===== config.mk =====
export PLATFORM = sky130hd
export DESIGN_NAME = fetch_unit
export DESIGN_NICKNAME = d
export VERILOG_FILES = /design/src/rtl/fetch_unit.sv
export SDC_FILE = /design/constraint.sdc
export NUM_CORES = 1
export LEC_CHECK = 0
export ABC_CLOCK_PERIOD_IN_PS = 5410
export BUFFER_PORTS_ARGS = -buffer_cell sky130_fd_sc_hd__buf_2
export CAP_MARGIN = 20
export CORE_ASPECT_RATIO = 1.5
export CORE_MARGIN = 5
export CORE_UTILIZATION = 57
export DETAILED_ROUTE_END_ITERATION = 16
export PLACE_DENSITY = 0.87
export SLEW_MARGIN = 30
export SYNTH_ARGS = -nofsm -noshare
export SYNTH_HDL_FRONTEND = slang
export SYNTH_SLANG_ARGS = --single-unit

===== constraint.sdc =====
create_clock -name clk -period 5.41 [get_ports clk]
set_input_delay 0.8115 -clock clk [delete_from_list [all_inputs] [get_ports clk]]
set_output_delay 0.8115 -clock clk [all_outputs]
set_load 0.01 [all_outputs]

===== src/rtl/fetch_unit.sv =====
// Instruction fetch unit: holds pc/instr, issues imem reads with a ready handshake,
// and buffers one early fetch-next request while a read is outstanding.
module fetch_unit #(
    parameter logic [31:0] RESET_PC  = 32'h0000_0000,
    parameter logic [31:0] NOP_INSTR = 32'h0000_0013
) (
    input  logic        clk,
    input  logic        rst,
    input  logic        PcInc,
    input  logic        PcSel,
    input  logic [31:0] AluOut,
    output logic        imem_req,
    output logic [31:0] imem_addr,
    input  logic        imem_ready,
    input  logic [31:0] imem_rdata,
    output logic [31:0] pc,
    output logic [31:0] instr,
    output logic        instr_valid,
    output logic        misaligned
);

    typedef enum logic [1:0] {
        BOOT  = 2'd0,
        FETCH = 2'd1,
        HOLD  = 2'd2,
        HALT  = 2'd3
    } state_t;

    state_t      state;
    state_t      state_d;
    logic        pend;
    logic        pend_sel;
    logic [31:0] pend_alu;

    logic        use_sel;
    logic [31:0] use_alu;
    logic        go;
    logic        done;
    logic        bad;
    logic [31:0] tgt;

    // A buffered request takes precedence over a live PcInc in HOLD.
    always_comb begin
        use_sel = pend ? pend_sel : PcSel;
        use_alu = pend ? pend_alu : AluOut;
        go      = (state == HOLD) && (pend || PcInc);
        done    = (state == FETCH) && imem_req && imem_ready;
        bad     = use_sel && (use_alu[1:0] != 2'b00);
        tgt     = use_sel ? use_alu : pc + 32'd4;
        state_d = state;
        unique case (state)
            BOOT:  state_d = FETCH;
            FETCH: if (done) state_d = HOLD;
            HOLD:  if (go) state_d = bad ? HALT : FETCH;
            HALT:  state_d = HALT;
            default: state_d = BOOT;
        endcase
    end

    always_ff @(posedge clk) begin
        if (rst) state <= BOOT;
        else     state <= state_d;
    end

    always_ff @(posedge clk) begin
        if (rst) begin
            pc          <= RESET_PC;
            imem_addr   <= RESET_PC;
            imem_req    <= 1'b0;
            instr       <= NOP_INSTR;
            instr_valid <= 1'b0;
            misaligned  <= 1'b0;
            pend        <= 1'b0;
            pend_sel    <= 1'b0;
            pend_alu    <= 32'd0;
        end else begin
            unique case (state)
                BOOT: begin
                    imem_req  <= 1'b1;
                    imem_addr <= RESET_PC;
                end
                FETCH: begin
                    // Only the first early request is kept.
                    if (PcInc && !pend) begin
                        pend     <= 1'b1;
                        pend_sel <= PcSel;
                        pend_alu <= AluOut;
                    end
                    if (done) begin
                        instr       <= imem_rdata;
                        instr_valid <= 1'b1;
                        imem_req    <= 1'b0;
                    end
                end
                HOLD: begin
                    if (go) begin
                        pend <= 1'b0;
                        if (bad) begin
                            misaligned <= 1'b1;
                        end else begin
                            pc          <= tgt;
                            imem_addr   <= tgt;
                            imem_req    <= 1'b1;
                            instr_valid <= 1'b0;
                            instr       <= NOP_INSTR;
                        end
                    end
                end
                HALT: begin
                    imem_req <= 1'b0;
                end
                default: begin
                    imem_req <= 1'b0;
                end
            endcase
        end
    end

endmodule


==> out/metrics.cfg, run 1 <==
[min_path]
hold_path.class = flip-flop to flip-flop

[clock_network]
cts_made_buffers = 17
clock-sinks = 135
cts_resized = 0
clk_path_buf_depth = 2
h-tree-depth = 4
clkTransAtPathRegs_ns = 0.06
cts_tree = built
cts_hold_buf = 0
clk_latency_ns = 0.41
root_buffer = clkbuf_16
cts_setup_buffers = 0

[routing]
postRouteAntennaNets = 0
post_drt_via_cell_ratio = 6.113
routedWlPerCell_um = 17.39
drc = 0
wl_um = 18640
drt_iter0_drc = 512
num_vias = 6553
first_pass_iters = 5

[global_routing]
grt_overflow = 0
antenna_found_initial = 0
grt_pass1_vias = 6167
grt_max_degree = 55
grt_usage = 0.2823
grt_pass1_wl_um = 29710

[run]
cap_violations = 0

[synthesis]
synth_edf_count = 0
synthTopCellsByArea = dfxtp_1 43%, nand2_1 8.5%, a21oi_1 7.3%, nand3_1 3.6%, clkbuf_1 2.5%
synth_seq_cells = 135
yosysMostFrequentCell = nand2_1
avgSynthCellArea_um2 = 8.048
yosysTopAreaCellShare = 0.4317
ys_async_sr_fraction = 0
synth_cell_types = 62
synthFlopType = dfxtp_1
ys.warnings.count = 0
syn_inst = 778
syn_nets = 848
syn_area_mm2 = 0.006261
synthTopCellsByCount = 142 x nand2_1, 135 x dfxtp_1, 91 x a21oi_1
synth.yosys.seq_area_share = 0.4317
yosysTopAreaCell = dfxtp_1

[critical_path]
worstPathArrival_ns = 3.28
path_class = flip-flop to flip-flop
path_max_fanout = 21
start_kind = flip-flop
cp.required_ns = 5.77
end_kind = flip-flop

[sta]
tightest_slew_ns = 0.9079
slew-limit-headroom = 0.3930
fin_ws_ns = 2.494
drv_slew = 0
timing.setup.tns_ns = 0
finalCritPeriodShare = 0.5391
clock.fmax_mhz = 342.9
rsz0062_at_grt = no
fin_crit_ns = 2.916
setup_viol = 0
skew_ns = 0.01160
hold_violations = 0

[final_layout]
drive_above_1_share = 0.2400
n_antenna_cell = 0
area_delta_synth_final_pct = 23.18
nets = 982

[power]
powerDensity_mw_per_mm2 = 313.3
leakagePower_uw = 0.003218
ir_drop_mv = 0.2359

[floorplanning]
core_mm2 = 0.01088
num_rows = 47
die_h_um = 138.4
io_pins = 168
dieArea_mm2 = 0.01322
start_util = 0.5755
die_w_um = 95.58

[place]
place_ws_ns = 2.597
portBuffers = 167
place.detailed.hpwl_um = 12700
place_congestion = 0.8863

[run_status]
status = finished, final reports clean

-- final cells by class --
cell class	count	area, um2
clock buffer	19	452.9
clock inverter	13	130.1
fill	902	3167
inverter	12	45.04
multi-input combinational	569	3287
sequential	135	2703
tap	147	183.9
timing repair buffer	177	910.9
-- cells in the final DEF (no fill, tap or decap), types with 3 or more instances in the layout --
cell          n
buf_2       167
a22o_1       14
nand2_1     142
xnor2_1       5
o31ai_1      11
nor4_1        7
clkbuf_16    17
a21oi_1      91
nor2b_1      13
a32o_1        4
nand4_1      21
o22ai_1       9
o21ai_0      30
dfxtp_1     135
xor2_1        8
nor3_1       20
o41ai_1       4
o31a_1        4
a21o_1       16
buf_4        10
a211oi_1     19
and4_1        6
inv_1        12
a31oi_1       4
clkinv_2      6
clkinvlp_4    3
nor2_1       30
o22a_1        5
nand3_1      44
and3_1        5
or4_1         5
mux2i_1      10
-- logic make-up after synthesis --
kind of cell             after synthesis  share of synthesized area
AO/OA/AOI/OAI                        232                     0.2400
flip-flops                           135                     0.4317
adder cells (fa/ha/maj)                1                   0.001998
XOR/XNOR                              13                    0.01819
AND/OR/NAND/NOR                      312                     0.2424
buffers and inverters                 74                    0.04816
multiplexers                          11                    0.01759
-- worst max-delay path, cell delays in order, from the launching register on --
cell and delay (ns):
dfxtp_1 0.43, ha_1 0.25, and3_1 0.32, nand4_1 0.76, or4_1 0.73, a211oi_1 0.26
a21o_1 0.11
-- stage by stage --
step / utilization / instances / cell area (um2) / hold slack (ns) / total power (uW)
floorplan: - / 778 / 6261 / 0.4311 / 1221
global placement: 0.6547 / 1040 / 7123 / 0.4291 / 1305
detailed placement: 0.6553 / 1040 / 7129 / 0.4380 / 1309
CTS: 0.7089 / 1072 / 7712 / 0.4512 / 2425
global route: 0.7089 / 1072 / 7712 / 0.4635 / 2504
finish: 0.7089 / 1072 / 7712 / 0.4452 / 2416
-- flip-flops by register name (all words and copies together) (netlist names) --
register	flops
instr_valid	1
misaligned	1
imem_addr	32
pc	32
state	2
instr	32
imem_req	1
pend_sel	1
pend_alu	32
pend	1
-- routing by layer --
metal / share of wire / vias to the layer above / GRT usage
li1: - / 3095 / -
met5: 0 / - / 0
met1: 0.36 / 3000 / 0.3247
met2: 0.49 / 395 / 0.4626
met3: 0.10 / 63 / 0.08261
met4: 0.045 / 0 / 0.1507
-- where the power goes --
group,internal (uW),switching (uW),total [uW]
clock network,698,422,1120
logic,89.3,162,252
registers,1020,22.5,1050
-- final timing paths --
kind	slack (ns)	cells after the start	end	from
worst min-delay path	0.45	1	imem_addr[10]$_SDFFE_PP0P_	imem_addr[10]$_SDFFE_PP0P_
worst max register to register	2.49	6	pc[20]$_SDFFE_PP0P_	pc[2]$_SDFFE_PP0P_
worst max-delay path	2.49	6	pc[20]$_SDFFE_PP0P_	pc[2]$_SDFFE_PP0P_
worst min register to register	0.45	1	imem_addr[10]$_SDFFE_PP0P_	imem_addr[10]$_SDFFE_PP0P_
Power figures use the tool's default switching activity.
==> run 2, diff against run 1 <==
- ABC_AREA: not set -> 1
- ABC_CLOCK_PERIOD_IN_PS: 5410 -> 3000
- CORE_UTILIZATION: 57 -> 52
- PLACE_DENSITY: 0.87 -> 0.8
- clock period: 5.41 -> 3 ns (I/O delays scaled with it)
==> run 2 against run 1 <==
- synthesized cell count up 15%
- cell count up 12%
- register-to-register slack worse by 1.5 ns
- clock-buffer cell count up 1
- non-clock buffer count up 2
- fmax up 45%
- critical endpoint is now instr[0]$_SDFFE_PP1P_
- largest cell class unchanged
==> out/metrics.cfg, run 2 <==
[critical_path]
start_kind = flip-flop
path_cells = inv_2 > nand2_1 > nand2_1 > nand2_2 > nand3_2 > buf_4 > nand2_1 > o22ai_1 > nand2_1
end_kind = flip-flop
cp_num_buf_inv = 2
path_max_fanout = 38
critPathTopFamily = buffers and inverters
crit_cells = 9
cpPeakStageDelay_ns = 0.44
reg2regPathDepth = 9
r2r_setup_slack_ns = 0.99
cp.required_ns = 3.28
worstPathArrival_ns = 2.29
cp_slowest_cell = inv_2
startpoint = pend$_SDFFE_PP0P_
regToRegStartpoint = pend$_SDFFE_PP0P_
path_class = flip-flop to flip-flop
path_common_cell = nand2_1
regToRegEndpoint = instr[0]$_SDFFE_PP1P_

[final_layout]
area_delta_synth_final_pct = 24.91
n_antenna_cell = 0
drive_above_1_share = 0.2137
final_cell_mix = 275 x nand2_1, 167 x buf_2, 135 x dfxtp_1, 104 x nor2_1, 82 x nand3_1
final.fill_count = 1085
utilization = 0.6616
final_common_cell = nand2_1
nets = 1111

[floorplanning]
dieArea_mm2 = 0.01406
io_pins = 168
num_rows = 48
die_w_um = 98.49
die_h_um = 142.7
start_util = 0.5296
core_mm2 = 0.01153

[synthesis]
avgSynthCellArea_um2 = 6.824
syn_area_mm2 = 0.006107
ys_async_sr_fraction = 0
ys.warnings.count = 0
yosysMostFrequentCell = nand2_1
synthTopCellsByArea = dfxtp_1 44%, nand2_1 17%, nand3_1 6.7%, nor2_1 6.5%, a21oi_1 6.3%
synth_seq_cells = 135
synth_cell_types = 34
yosysTopAreaCellShare = 0.4425
syn_inst = 895
synthTopCellsByCount = 275 x nand2_1, 135 x dfxtp_1, 105 x nor2_1
synth_edf_count = 0
syn_nets = 965
yosysTopAreaCell = dfxtp_1
synth.yosys.seq_area_share = 0.4425
synthFlopType = dfxtp_1

[routing]
num_vias = 6509
postRouteAntennaNets = 0
drc = 0
drt_iter0_drc = 445
wl_um = 18110
routedWlPerCell_um = 15.06
first_pass_iters = 5
post_drt_via_cell_ratio = 5.411

[sta]
whs_ns = 0.2639
drv_slew = 0
fin_ws_ns = 0.9899
fin_crit_ns = 2.010
finalCritPeriodShare = 0.6700
slew-limit-headroom = 0.4588
rsz0062_at_grt = no
setup_viol = 0
timing.setup.tns_ns = 0
clock.fmax_mhz = 497.5
skew_ns = 0.007793
hold_violations = 0
tightest_slew_ns = 0.8118

[power]
powerDensity_mw_per_mm2 = 606.1
leakagePower_uw = 0.003577
ir_drop_mv = 0.4031

[clock_network]
cts_tree = built
clk_latency_ns = 0.41
cts_setup_buffers = 0
clock-sinks = 135
h-tree-depth = 4
cts_hold_buf = 0
root_buffer = clkbuf_16
cts_made_buffers = 17
clkTransAtPathRegs_ns = 0.06
cts_resized = 0
clk_path_buf_depth = 2

[global_routing]
grt_max_degree = 73
use_met1 = 0.2940
antenna_found_initial = 1
top_usage_layer = met2
grt_usage = 0.2551
grt_pass1_vias = 5948
met3_usage = 0.07136
grt_pass1_wl_um = 29140
use_met2 = 0.4282
grt_overflow = 0

[min_path]
hold-path-cell-count = 3
min_from = imem_rdata[4]
worst_hold_path.endpoint = instr[4]$_SDFFE_PP1P_
hold_path.class = input pin to flip-flop

[run]
cap_violations = 0

[place]
place_ws_ns = 0.9794
place.detailed.hpwl_um = 12750
portBuffers = 167
place_congestion = 1.005

[run_status]
status = finished, final reports clean

-- run 2: cell types whose count changed in the layout (fill, tap and decap cells not counted), moves of 16 or more --
cell     previous run  this run
nor2_1             30       104
nand4_1            21         4
inv_1              12        41
nand2_1           142       275
o21ai_0            30        63
nand3_1            44        82
a21o_1             16         0
-- run 2: cell families after synthesis --
| kind of cell | count (synthesis) | synth area share |
|---|---|---|
| compound gates | 164 | 0.1455 |
| xor+xnor | 7 | 0.01004 |
| fa+ha+maj | 1 | 0.002048 |
| buf+inv | 99 | 0.06863 |
| flops | 135 | 0.4425 |
| simple gates | 489 | 0.3313 |
-- run 2: cell type report --
type	count	area, um2	area share
Multi-Input combinational cell	661	2992	0.3922
Sequential cell	135	2703	0.3543
Timing Repair Buffer	179	925.9	0.1214
Clock buffer	20	446.7	0.05855
Clock inverter	11	197.7	0.02591
Tap cell	150	187.7	0.02460
Inverter	47	176.4	0.02313
-- run 2: metrics by stage --
stage	cell area (um2)	cells	power (uW)
4_1_cts	7629	1203	4644
3_3_place_gp	6984	1172	2379
6_report	7629	1203	4624
2_1_floorplan	6107	895	2226
3_5_place_dp	6984	1172	2384
5_1_grt	7629	1203	4788
-- run 2: worst max path at each step --
| stage | to | slack (ns) |
|---|---|---|
| global placement | instr[0]$_SDFFE_PP1P_ | 1.02 |
| global route | instr[4]$_SDFFE_PP1P_ | 0.78 |
| detailed placement | instr[0]$_SDFFE_PP1P_ | 0.98 |
| floorplan | pc[24]$_SDFFE_PP0P_ | 1.40 |
| finish | instr[0]$_SDFFE_PP1P_ | 0.99 |
| CTS | instr[0]$_SDFFE_PP1P_ | 0.98 |
-- run 2: routing by layer --
metal | vias to the layer above | share of wire
met5 | - | 0.00039
met4 | 2 | 0.043
met3 | 60 | 0.088
met2 | 299 | 0.49
met1 | 2933 | 0.38
li1 | 3215 | -
-- run 2: report_power, final --
part / internal, uW / switching [uW]
Combinational: 151 / 298
Sequential: 1860 / 41.8
Clock: 1500 / 774
-- run 2: tightest hold or removal path, delay by kind of cell --
family	cells	cell delay, ns
buffers and inverters	1	0.07
and+or+nand+nor	1	0.05
AOI/OAI and AO/OA	1	0.07
==> run 3, diff against run 2 <==
- ABC_CLOCK_PERIOD_IN_PS: 3000 -> 2000
- clock period: 3 -> 2 ns (I/O delays scaled with it)
==> run 3 against run 2 <==
- first-iteration DRC count down 2.7%
- die area unchanged
- clock power up 39%
- total power up 46%
- clock skew down 0.0020 ns
- critical path depth up 1
- non-clock buffer count up 23
- largest cell class unchanged
- highest routed layer is now met4
- register-to-register slack worse by 0.85 ns
- combinational power up 61%
- sequential share of layout area down 0.77 points
- largest power group unchanged
- setup slack worse by 0.85 ns
- global-route usage up 1.3 points
==> out/metrics.cfg, run 3 (synthesized netlist as in run 2, its figures left out) <==
[run_status]
status = finished, final reports clean

[global_routing]
grt_pass1_vias = 6458
grt_pass1_wl_um = 30640
grt_usage = 0.2680
antenna_found_initial = 0
grt_max_degree = 39
grt_overflow = 0

[power]
ir_drop_mv = 0.5772
p_clk_frac = 0.468
internal-power_uw = 5035
swShare = 0.2516
p_sw_uw = 1693
leakagePower_uw = 0.003672
powerDensity_mw_per_mm2 = 862.7
seqPwrFrac = 0.424
combPwrFrac = 0.108
power.total_uw = 6728

[routing]
drt_iter0_drc = 433
drc = 0
first_pass_iters = 5
num_vias = 6596
wl_met2_um = 9706
dr_wl_met3_um = 1448
postRouteAntennaNets = 0
wl_um = 19000
top_layer = met4
post_drt_via_cell_ratio = 5.384
routedWlPerCell_um = 15.51
wl_met1_um = 7051

[place]
place.detailed.hpwl_um = 13950
place_ws_ns = 0.09668
portBuffers = 167
dpl_cell_area_mm2 = 0.007194
place_congestion = 0.9794

[critical_path]
worstPathArrival_ns = 2.22
regToRegEndpoint = imem_addr[22]$_SDFFE_PP0P_
startpoint = pc[3]$_SDFFE_PP0P_
path_class = flip-flop to flip-flop
path_max_fanout = 5
regToRegStartpoint = pc[3]$_SDFFE_PP0P_
critPathTopFamily = simple AND/OR/NAND/NOR gates
path_common_cell = nand2_1
reg2regPathDepth = 10
cp_num_buf_inv = 1
crit_cells = 10
end_kind = flip-flop
start_kind = flip-flop
cp_slowest_cell = dfxtp_1
r2r_setup_slack_ns = 0.14
cp.required_ns = 2.36
cpPeakStageDelay_ns = 0.39
crit_end = imem_addr[22]$_SDFFE_PP0P_
path_cells = ha_1 > nand3_1 > inv_1 > nand2_1 > nor2_2 > nand2_1 > nor2_1 > nand3b_1 > nand2_1 > nand2_1

[clock_network]
clkTransAtPathRegs_ns = 0.06
cts_made_buffers = 17
cts_hold_buf = 0
cts_resized = 0
h-tree-depth = 4
root_buffer = clkbuf_16
clk_path_buf_depth = 2
cts_tree = built
cts_setup_buffers = 0
clock-sinks = 135
clk_latency_ns = 0.42

[sta]
clock.fmax_mhz = 537.0
fin_crit_ns = 1.862
tightest_slew_ns = 0.6244
hold_violations = 0
drv_slew = 0
fin_ws_ns = 0.1377
rsz0062_at_grt = no
timing.setup.tns_ns = 0
skew_ns = 0.005797
setup_viol = 0
slew-limit-headroom = 0.5837
finalCritPeriodShare = 0.9311

[final_layout]
nets = 1134
area_delta_synth_final_pct = 27.70
design_area_mm2 = 0.007799
drive_above_1_share = 0.2353
n_antenna_cell = 0
final_common_cell = nand2_1
final_cell_mix = 275 x nand2_1, 167 x buf_2, 135 x dfxtp_1, 99 x nor2_1, 82 x nand3_1

[run]
cap_violations = 0

[floorplanning]
num_rows = 48
core_mm2 = 0.01153
dieArea_mm2 = 0.01406
start_util = 0.5296
die_w_um = 98.49
io_pins = 168
die_h_um = 142.7

[min_path]
hold_path.class = input pin to flip-flop

==> run 3: cell count changes in the layout (fill, tap and decap cells not counted), sizes merged <==
cell | previous run | this run
clkinv | 6 | 5
inv | 46 | 47
clkbuf | 20 | 18
clkinvlp | 1 | 4
buf | 179 | 202
bufinv | 5 | 3
==> run 3: worst reg2reg max path: stages, from the launching register on <==
cell and delay, ns:
dfxtp_1 0.39, ha_1 0.20, nand3_1 0.19, inv_1 0.13
nand2_1 0.15, nor2_2 0.28, nand2_1 0.11, nor2_1 0.10
nand3b_1 0.12, nand2_1 0.07, nand2_1 0.07
==> run 3: worst min path at each step <==
stage / from / end / slack, ns / depth (start not counted)
final: imem_rdata[4] / instr[4]$_SDFFE_PP1P_ / 0.12 / 3
after global placement: imem_addr[29]$_SDFFE_PP0P_ / imem_addr[29]$_SDFFE_PP0P_ / 0.43 / 2
after detailed placement: imem_addr[16]$_SDFFE_PP0P_ / imem_addr[16]$_SDFFE_PP0P_ / 0.43 / 2
after CTS: imem_rdata[4] / instr[4]$_SDFFE_PP1P_ / 0.10 / 3
after floorplan: pend_alu[19]$_SDFFE_PP0P_ / pend_alu[19]$_SDFFE_PP0P_ / 0.43 / 2
after global routing: imem_rdata[4] / instr[4]$_SDFFE_PP1P_ / 0.11 / 3
==> run 3: layer usage <==
layer  global-route usage  vias up
met5                    0        -
met4               0.1367        0
met3              0.06500       59
met2               0.4831      264
met1               0.2898     3011
li1                     -     3262
==> run 3: area by class of cell <==
cell class	instances	area, um2
Inverter	47	176.4
Clock inverter	12	152.6
Sequential cell	135	2703
Multi-Input combinational cell	661	3004
Tap cell	150	187.7
Clock buffer	18	439.2
Timing Repair Buffer	202	1136
Fill cell	1072	3732
==> run 3: stage by stage <==
stage	hold slack, ns	utilization	cells
after global routing	0.1090	0.6763	1225
after global placement	0.4326	0.6239	1195
after CTS	0.1043	0.6752	1225
final	0.1158	0.6763	1225
after detailed placement	0.4341	0.6239	1195
after floorplan	0.4344	-	895
==> run 3: power by group through the flow <==
| stage | Clock (uW) | Sequential (uW) | Combinational, uW |
|---|---|---|---|
| after global routing | 3320 | 2860 | 804 |
| after floorplan | 0 | 2920 | 420 |
| after CTS | 3180 | 2850 | 722 |
| after global placement | 0 | 2910 | 708 |
| after detailed placement | 0 | 2910 | 718 |
| final | 3150 | 2850 | 724 |
